### config.mk
export PLATFORM = sky130hd
export DESIGN_NAME = nt_node_activity_monitor
export DESIGN_NICKNAME = d
export VERILOG_FILES = /design/src/rtl/nt_mon_pkg.sv /design/src/rtl/nt_pattern_matcher.sv /design/src/rtl/nt_node_activity_monitor.sv
export SDC_FILE = /design/constraint.sdc
export NUM_CORES = 1
export LEC_CHECK = 0
export CELL_PAD_IN_SITES_DETAIL_PLACEMENT = 0
export CELL_PAD_IN_SITES_GLOBAL_PLACEMENT = 1
export CORE_MARGIN = 4
export CORE_UTILIZATION = 35
export DETAILED_ROUTE_END_ITERATION = 10
export PLACE_DENSITY_LB_ADDON = 0.05
export RECOVER_POWER = 50
export SETUP_SLACK_MARGIN = 0.5
export SYNTH_ARGS = -nofsm -noshare
export SYNTH_HDL_FRONTEND = slang
export SYNTH_SLANG_ARGS = --single-unit
### constraint.sdc
create_clock -name I1470 -period 1.85 [get_ports I1470]
set_input_delay 0.37 -clock I1470 [delete_from_list [all_inputs] [get_ports I1470]]
set_output_delay 0.37 -clock I1470 [all_outputs]
set_load 0.03 [all_outputs]
### src/rtl/nt_mon_pkg.sv
// Shared types and helpers for the Nt-node activity monitor.
//   state_t  : monitor FSM states
//   result_t : one window's result record (counts zero-extended to RES_CNT_W)
//   cnt_w()  : counter width able to hold the value WINDOW
package nt_mon_pkg;

  typedef enum logic [1:0] {
    IDLE   = 2'd0,
    SAMPLE = 2'd1,
    REPORT = 2'd2
  } state_t;

  localparam int unsigned RES_CNT_W = 32;

  typedef struct packed {
    logic [RES_CNT_W-1:0] toggle_count;
    logic [RES_CNT_W-1:0] ones_count;
    logic                 match_flag;
    logic                 rare_flag;
  } result_t;

  function automatic int unsigned cnt_w(input int unsigned window);
    return $clog2(window + 1);
  endfunction

endpackage

### src/rtl/nt_pattern_matcher.sv
// Shift register plus masked pattern compare with a sticky per-window match bit.
//   clk, rst     : clock, synchronous active-high reset
//   clear        : capture pattern/mask, empty the shift register, drop match
//   shift        : shift bit_in in at bit 0 (newest sample)
//   enable       : compare is meaningful (enough samples taken this window)
//   pattern      : target sequence, captured on clear
//   pat_mask     : 1 = bit compared, captured on clear
//   match        : sticky match flag for the current window
module nt_pattern_matcher #(
  parameter int unsigned PAT_LEN = 8
) (
  input  logic               clk,
  input  logic               rst,
  input  logic               clear,
  input  logic               shift,
  input  logic               enable,
  input  logic               bit_in,
  input  logic [PAT_LEN-1:0] pattern,
  input  logic [PAT_LEN-1:0] pat_mask,
  output logic               match
);

  logic [PAT_LEN-1:0] shreg;
  logic [PAT_LEN-1:0] pat_q;
  logic [PAT_LEN-1:0] mask_q;
  logic [PAT_LEN-1:0] shreg_next_c;
  logic               hit_c;

  // Compare against the post-shift value so the newest sample participates.
  generate
    if (PAT_LEN == 1) begin : g_one
      assign shreg_next_c = bit_in;
    end else begin : g_many
      assign shreg_next_c = {shreg[PAT_LEN-2:0], bit_in};
    end
  endgenerate

  assign hit_c = ((shreg_next_c ^ pat_q) & mask_q) == '0;

  always_ff @(posedge clk) begin
    if (rst) begin
      shreg  <= '0;
      pat_q  <= '0;
      mask_q <= '0;
      match  <= 1'b0;
    end else if (clear) begin
      shreg  <= '0;
      pat_q  <= pattern;
      mask_q <= pat_mask;
      match  <= 1'b0;
    end else if (shift) begin
      shreg <= shreg_next_c;
      if (enable && hit_c) match <= 1'b1;
    end
  end

endmodule

### src/rtl/nt_node_activity_monitor.sv
// Window-based activity monitor for one Nt-node net: counts toggles and ones
// over WINDOW enabled samples, detects a masked pattern and flags rare activity.
//   I1470        : clock
//   I1477        : synchronous active-high reset
//   start        : begin a window (IDLE only)
//   sample_en    : qualifies node_in
//   node_in      : monitored net
//   pattern      : target sequence (bit 0 newest), captured at start
//   pat_mask     : compare mask, captured at start
//   busy         : high in SAMPLE and REPORT
//   result_valid : result available, held until result_ready
//   result_ready : consumer accepts result
//   toggle_count : transitions between consecutive enabled samples
//   ones_count   : enabled samples equal to 1
//   match_flag   : masked pattern seen in the window
//   rare_flag    : rare-activity verdict
module nt_node_activity_monitor
  import nt_mon_pkg::*;
#(
  parameter  int unsigned WINDOW      = 256,
  parameter  int unsigned RARE_THRESH = 2,
  parameter  int unsigned PAT_LEN     = 8,
  localparam int unsigned CNT_W       = cnt_w(WINDOW)
) (
  input  logic               I1470,
  input  logic               I1477,
  input  logic               start,
  input  logic               sample_en,
  input  logic               node_in,
  input  logic [PAT_LEN-1:0] pattern,
  input  logic [PAT_LEN-1:0] pat_mask,
  output logic               busy,
  output logic               result_valid,
  input  logic               result_ready,
  output logic [CNT_W-1:0]   toggle_count,
  output logic [CNT_W-1:0]   ones_count,
  output logic               match_flag,
  output logic               rare_flag
);

  state_t           state_q, state_d;
  logic [CNT_W-1:0] idx_q, idx_d;
  logic [CNT_W-1:0] tog_q, tog_d;
  logic [CNT_W-1:0] ones_q, ones_d;
  logic             prev_q, prev_d;
  logic             rare_q, rare_d;
  logic             busy_q, valid_q;
  logic             clear_c, shift_c, arm_c;

  // State register.
  always_ff @(posedge I1470) begin
    if (I1477) state_q <= IDLE;
    else       state_q <= state_d;
  end

  // Next-state and datapath updates.
  always_comb begin
    state_d = state_q;
    idx_d   = idx_q;
    tog_d   = tog_q;
    ones_d  = ones_q;
    prev_d  = prev_q;
    rare_d  = rare_q;
    clear_c = 1'b0;
    shift_c = 1'b0;
    unique case (state_q)
      IDLE: begin
        if (start) begin
          state_d = SAMPLE;
          idx_d   = '0;
          tog_d   = '0;
          ones_d  = '0;
          prev_d  = 1'b0;
          rare_d  = 1'b0;
          clear_c = 1'b1;
        end
      end
      SAMPLE: begin
        if (sample_en) begin
          shift_c = 1'b1;
          ones_d  = ones_q + CNT_W'(node_in);
          if (idx_q != '0 && node_in != prev_q) tog_d = tog_q + CNT_W'(1);
          prev_d = node_in;
          idx_d  = idx_q + CNT_W'(1);
          // Last sample of the window: verdict uses the just-updated counts.
          if (idx_q == CNT_W'(WINDOW - 1)) begin
            state_d = REPORT;
            rare_d  = (32'(tog_d) < RARE_THRESH) || (ones_d == '0) ||
                      (32'(ones_d) == WINDOW);
          end
        end
      end
      REPORT: begin
        if (result_ready) state_d = IDLE;
      end
      default: state_d = IDLE;
    endcase
  end

  // Matcher compare is armed once this shift brings the count to PAT_LEN.
  assign arm_c = 32'(idx_q) >= PAT_LEN - 1;

  always_ff @(posedge I1470) begin
    if (I1477) begin
      idx_q   <= '0;
      tog_q   <= '0;
      ones_q  <= '0;
      prev_q  <= 1'b0;
      rare_q  <= 1'b0;
      busy_q  <= 1'b0;
      valid_q <= 1'b0;
    end else begin
      idx_q   <= idx_d;
      tog_q   <= tog_d;
      ones_q  <= ones_d;
      prev_q  <= prev_d;
      rare_q  <= rare_d;
      busy_q  <= (state_d != IDLE);
      valid_q <= (state_d == REPORT);
    end
  end

  nt_pattern_matcher #(
    .PAT_LEN (PAT_LEN)
  ) u_matcher (
    .clk      (I1470),
    .rst      (I1477),
    .clear    (clear_c),
    .shift    (shift_c),
    .enable   (arm_c),
    .bit_in   (node_in),
    .pattern  (pattern),
    .pat_mask (pat_mask),
    .match    (match_flag)
  );

  assign busy         = busy_q;
  assign result_valid = valid_q;
  assign toggle_count = tog_q;
  assign ones_count   = ones_q;
  assign rare_flag    = rare_q;

  // Toggles are only counted between samples, so at most WINDOW-1.
  a_tog_bound : assert property (@(posedge I1470) disable iff (I1477)
    32'(tog_q) <= WINDOW - 1);

endmodule

Yosys cells after proc, flatten, opt, wreduce, memory -nomap -nowiden --
Cells that the tools add are included.
Word-level totals: bits of input ports 22, output and inout port bits 22, bits in registers 57
Cells by class: order comparisons 2, add/subtract/negate cells 3, reductions and logical operators 14, equal/unequal tests 9, muxes and demuxes 25, bitwise logic cells 2
Operator list (number):
- $mux W9 | 7
- $pmux W9 S2 | 3
- $add A9 B1 Y9 const B | 2
- $add A9 B1 Y9 | 1
- $eq A9 B8 Y1 const B | 1
- $eq A9 B9 Y1 const B | 1
- $ge A9 B3 Y1 const B | 1
- $logic_not A9 Y1 | 1
- $lt A9 B2 Y1 const B | 1
- $reduce_bool A9 Y1 | 1
- $and A8 B8 Y8 | 1
- $logic_not A8 Y1 | 1
- $mux W1 | 8
- $mux W2 | 4
- $xor A8 B8 Y8 | 1
- $ne A2 B2 Y1 const B | 3
- $pmux W2 S3 | 1
- $eq A2 B2 Y1 const B | 2
- $pmux W1 S2 | 2
- $reduce_and A4 Y1 | 1
- $reduce_bool A2 Y1 | 2
- $reduce_and A3 Y1 | 1
- $eq A2 B1 Y1 const B | 1
- $logic_and A1 B1 Y1 | 2
- 5 further kinds | 6

Logic depth before layout (Yosys ltp) --
depth in word-level cells 11, gate-level depth with buffers 9, gate-level depth less buffers 8

Cells and area by module --
From an unflattened synthesis, not the netlist that was laid out.
Unflattened totals: cells, all modules 330, area, all modules 2835.2 µm²
By module, submodules not included:
- nt_node_activity_monitor | cells an instance 236, area an instance 1874.3 µm², instances 1
- nt_pattern_matcher | cells an instance 94, area an instance 960.9 µm², instances 1

Worst setup path before layout --
Ideal clock, no wire load.
kind reg-to-reg, from reg ones_q[0] (netlist: ones_count[0]), to reg rare_q (netlist: rare_flag), arrival 1882 ps, path slack -148 ps, stages on the path, launching flop included 9, setup time 116 ps, data required time 1734 ps, period minus slack after synthesis 1998 ps, cells stage by stage dfxtp_1 -> ha_1 -> ha_1 -> and3_1 -> nand3_1 -> mux2i_1 -> a31oi_1 -> o31ai_1 -> a41o_1
On the way: cells in the longest elaborated chain, start to end 7, elaborated cells on any way between the ends 8, those cells by class add/sub: 1; eq/ne: 1; mux: 3; reduce/logical: 3
RTL lines:
- from (decl) | line nt_node_activity_monitor.sv:44 | logic [CNT_W-1:0] ones_q, ones_d;
- from (signal assigned) | line nt_node_activity_monitor.sv:115 | ones_q <= ones_d;
- $add A9 B1 Y9 (*) | line nt_node_activity_monitor.sv:81 | ones_d = ones_q + CNT_W'(node_in);
- $logic_not A9 Y1 | line nt_node_activity_monitor.sv:88 | rare_d = (32'(tog_d) < RARE_THRESH) || (ones_d == '0) ||
- $logic_or A1 B1 Y1 | line nt_node_activity_monitor.sv:88
- $logic_or A1 B1 Y1 (*) | line nt_node_activity_monitor.sv:88
- $mux W1 (*) | line nt_node_activity_monitor.sv:86 | if (idx_q == CNT_W'(WINDOW - 1)) begin
- $mux W1 (*) | line nt_node_activity_monitor.sv:79 | if (sample_en) begin
- $pmux W1 S2 (*) | line nt_node_activity_monitor.sv:66 | unique case (state_q)
- to (signal assigned) | line nt_node_activity_monitor.sv:117 | rare_q <= rare_d;
- to (decl) | line nt_node_activity_monitor.sv:46 | logic rare_q, rare_d;
Every way passes the cells marked *; elsewhere a longest branch is shown, timed or not. The select of a mux whose other input is x is not followed. A chain may end at the register's enable or synchronous reset.

Worst setup path after layout --
from reg idx_q[0], to reg rare_q (netlist: rare_flag)
On the way: cells in the longest elaborated chain, start to end 11, elaborated cells on any way between the ends 14, those cells by class order compare: 1; eq/ne: 2; mux: 6; reduce/logical: 5
RTL lines:
- from (decl) | line nt_node_activity_monitor.sv:42 | logic [CNT_W-1:0] idx_q, idx_d;
- from (signal assigned) | line nt_node_activity_monitor.sv:113 | idx_q <= idx_d;
- $reduce_bool A9 Y1 | line nt_node_activity_monitor.sv:82 | if (idx_q != '0 && node_in != prev_q) tog_d = tog_q + CNT_W'(1);
- $logic_and A1 B1 Y1 | line nt_node_activity_monitor.sv:82
- $mux W9 | line nt_node_activity_monitor.sv:82
- $mux W9 | line nt_node_activity_monitor.sv:79
- $mux W9 | line nt_node_activity_monitor.sv:66
- $lt A9 B2 Y1 | line nt_node_activity_monitor.sv:88
- $logic_or A1 B1 Y1 (2 in series) | line nt_node_activity_monitor.sv:88
- $mux W1 | line nt_node_activity_monitor.sv:86
- $mux W1 | line nt_node_activity_monitor.sv:79
- $pmux W1 S2 | line nt_node_activity_monitor.sv:66
Parallel ways exist; a longest one is shown, timed or not. The select of a mux whose other input is x is not followed.

==> qor.yml <==
cp_num_buf_inv: 1
regToRegSetupSlack_ps: -50
finalWorstSetupSlack_ps: -53.58
drc_errors: 0
hp-class: "reg -> reg"
htreeDepth: 3
switchingPower_uw: 749.5
portBuffers: 43
die_area_mm2: 0.009356
grt_usage: 0.1731
grt_pass1_vias: 2746
fin_cells: 556
path_clk_slew_ps: 70
setup_violations: 3
globalRouteMet1Util: 0.2046
drv_cap: 0
place_ws_ps: -459.5
grt_max_degree: 22
critPathTopFamily: "simple AND/OR/NAND/NOR gates"
synth_fp_nets: 369
areaGrowthSynthToFinish_pct: 65.30
hold_viol: 0
yosysMostFrequentCell: "nand2_1"
min_period_over_period: 1.029
synth-compound-area-share: 0.1907
fin_hold_ws_ps: 457.6
power_leakage_uw: 0.001794
grtUsageMet3: 0.04975
power_frac_comb: 0.144
synth_flop_cell: "dfxtp_1"
yosysWarnings: 0
core_region_area_mm2: 0.007687
synth_edf_count: 0
worstPathRequired_ps: 2080
synth_area_leaders: "dfxtp_1, nand2_1, a21oi_1"
fin_skew_ps: 7.718
die_w_um: 96.73
synthAdderAreaFrac: 0.02725
setup_tns_ps: -99.87
hpwl_um: 5391
drive_above_1_share: 0.4493
min_path_cells: 2
synth_top_area_share: 0.4142
crit_path_start_kind: "flip-flop"
yosys.area_share.simple: 0.2575
ys_async_sr_fraction: 0
cpPeakStageDelay_ps: 470
max_slew_margin: 0.6882
wl_per_cell_um: 15.11
crit_fanout: 4
drt_pass1_iterations: 4
rsz0062_at_grt: "yes"
drv_slew: 0
synth.ff_latch_count: 57
drt_iter0_drc: 87
fill_cells: 722
ctsHoldBuffers: 0
clkLatencyLatePin_ps: 340
routed_wl_um: 8400
power.internal_uw: 2177
worst_path_max_delay_cell: "or4b_4"
synth.yosys.seq_area_share: 0.4142
hp-start: "u_matcher.mask_q[1]$_SDFFE_PP0P_"
clockBufferDepth: 2
violations: "setup timing"
crit_chain: "inv_2, ha_4, or4b_4, o211ai_4, nor2_4, mux2i_1, o21ai_1, a41o_1"
synthCells: 341
numCtsBuffers: 9
fp.dieH_um: 96.73
yosysUniqueCellTypes: 56
grt.met2_usage: 0.2866
min_period_ps: 1904
nNetsFinal: 477
start_util: 0.3584
crit_start: "idx_q[0]$_SDFFE_PP0P_"
rr_worst_depth: 8
irDropWorstVdd_mv: 0.4505
synth_top_family_by_area: "simple AND/OR/NAND/NOR gates"
overflow: 0
cts_tree: "yes"
grt-busiest-layer: "met2"
vias: 2821
power.density_mw_per_mm2: 642.6
via_per_inst: 5.074
yosysTopAreaCell: "dfxtp_1"
synth_area_mm2: 0.002755
cts.sinks: 57
diodes: 0
dp.cells: 517
swShare: 0.2561
place_congestion: 0.8029
ant_nets: 0
worst_slew_pin_slew_ps: 467.7
synth_mux_area_frac: 0.007266
synth.avg_cell_area_um2: 8.080
r2r-end: "rare_flag$_SDFFE_PP0P_"
seq_power_share: 0.433
antenna_found_initial: 0
hold_path_end: "u_matcher.mask_q[1]$_SDFFE_PP0P_"
num_rows: 32
synth_xor_xnor_area_share: 0.06040
status: "finished with violations"
cts_root_buf: "clkbuf_8"
reg2reg_from: "idx_q[0]$_SDFFE_PP0P_"
clock_power_share: 0.422
synth_commonest_cells: "nand2_1, dfxtp_1, a21oi_1"
io_pins: 44
fmax_mhz: 525.3
critPathCaptureType: "flip-flop"
arrival_ps: 2130
grt_pass1_wl_um: 13300
crit_type: "reg -> reg"
==> registers in the layout, indices dropped and copies added (netlist names) <==
| signal | flops |
|---|---|
| idx_q | 9 |
| ones_count | 9 |
| toggle_count | 9 |
| u_matcher.mask_q | 8 |
| u_matcher.pat_q | 8 |
| u_matcher.shreg | 7 |
| state_q | 2 |
| busy | 1 |
| prev_q | 1 |
| rare_flag | 1 |
| result_valid | 1 |
| u_matcher.match | 1 |
==> kinds of logic after synthesis <==
| group | Yosys count |
|---|---|
| buffers and inverters | 26 |
| flip-flops | 57 |
| XOR/XNOR | 19 |
| multiplexers | 2 |
| AO/OA/AOI/OAI | 85 |
| adder cells (fa/ha/maj) | 6 |
| AND/OR/NAND/NOR | 146 |
==> power groups by stage <==
stage | registers (uW) | logic, uW | clock network (uW)
finish | 1270 | 423 | 1240
global route | 1270 | 451 | 1320
CTS | 1260 | 338 | 1270
detailed placement | 1290 | 281 | 0
global placement | 1290 | 278 | 0
floorplan | 1290 | 153 | 0
==> cells in the final DEF, fill, tap and decap left out, types with 4 or more instances in the layout <==
cell type and instances:
nor3_1 5, a21oi_2 21, nor2_2 4, clkbuf_8 11
nor2_1 28, nand2_1 45, o21ai_2 6, nand4_1 5
dfxtp_4 9, dfxtp_2 4, and3_4 4, a22oi_2 4
nand2_4 9, buf_4 48, clkdlybuf4s50_1 18, a21oi_1 22
ha_4 4, a31oi_1 6, nand2_2 6, clkbuf_1 17
buf_6 22, xor2_1 17, nand3_1 5, dfxtp_1 44
nand3b_1 4
==> worst min-delay path, cell delays in order, from the launching register on <==
cell and delay (ps):
dfxtp_1 310, nand2_1 50, a21oi_1 50
==> repair_timing <==
action | CTS | global route
gates resized for setup | 152 | 90
endpoints found under the setup margin | 79 | 51
pin swaps | 24 | 43
buffers inserted | 8 | 10
cloned | 3 | 2
==> per-stage QoR <==
stage                       util  area [um^2]  total power (uW)
after global routing      0.5924         4554              3042
after detailed placement  0.4914         3777              1574
after floorplan                -         2958              1445
final                     0.5924         4554              2927
after global placement    0.4914         3777              1571
after CTS                 0.5462         4199              2873
==> metal layers <==
layer | part of all wire | vias to the layer above
li1 | - | 1429
met3 | 0.038 | 13
met1 | 0.43 | 1337
met2 | 0.51 | 42
met5 | 0 | -
met4 | 0.017 | 0
==> how the worst max path moves through the flow <==
| stage | endpoint | depth (start not counted) | slack (ps) |
|---|---|---|---|
| after floorplan | rare_flag$_SDFFE_PP0P_ | 7 | 20 |
| after global placement | rare_flag$_SDFFE_PP0P_ | 9 | -380 |
| after detailed placement | rare_flag$_SDFFE_PP0P_ | 9 | -460 |
| after CTS | rare_flag$_SDFFE_PP0P_ | 8 | -80 |
| after global routing | rare_flag$_SDFFE_PP0P_ | 8 | -130 |
| final | rare_flag$_SDFFE_PP0P_ | 8 | -50 |
==> final cells by class <==
class / instances / area [um^2] / area share
Multi-Input combinational cell: 259 / 1969 / 0.4324
Clock inverter: 3 / 16.27 / 0.003571
Tap cell: 102 / 127.6 / 0.02802
Inverter: 5 / 18.77 / 0.004121
Sequential cell: 57 / 1180 / 0.2591
Clock buffer: 13 / 201.4 / 0.04423
Timing Repair Buffer: 117 / 1041 / 0.2286
(Power assumes the default switching activity.)
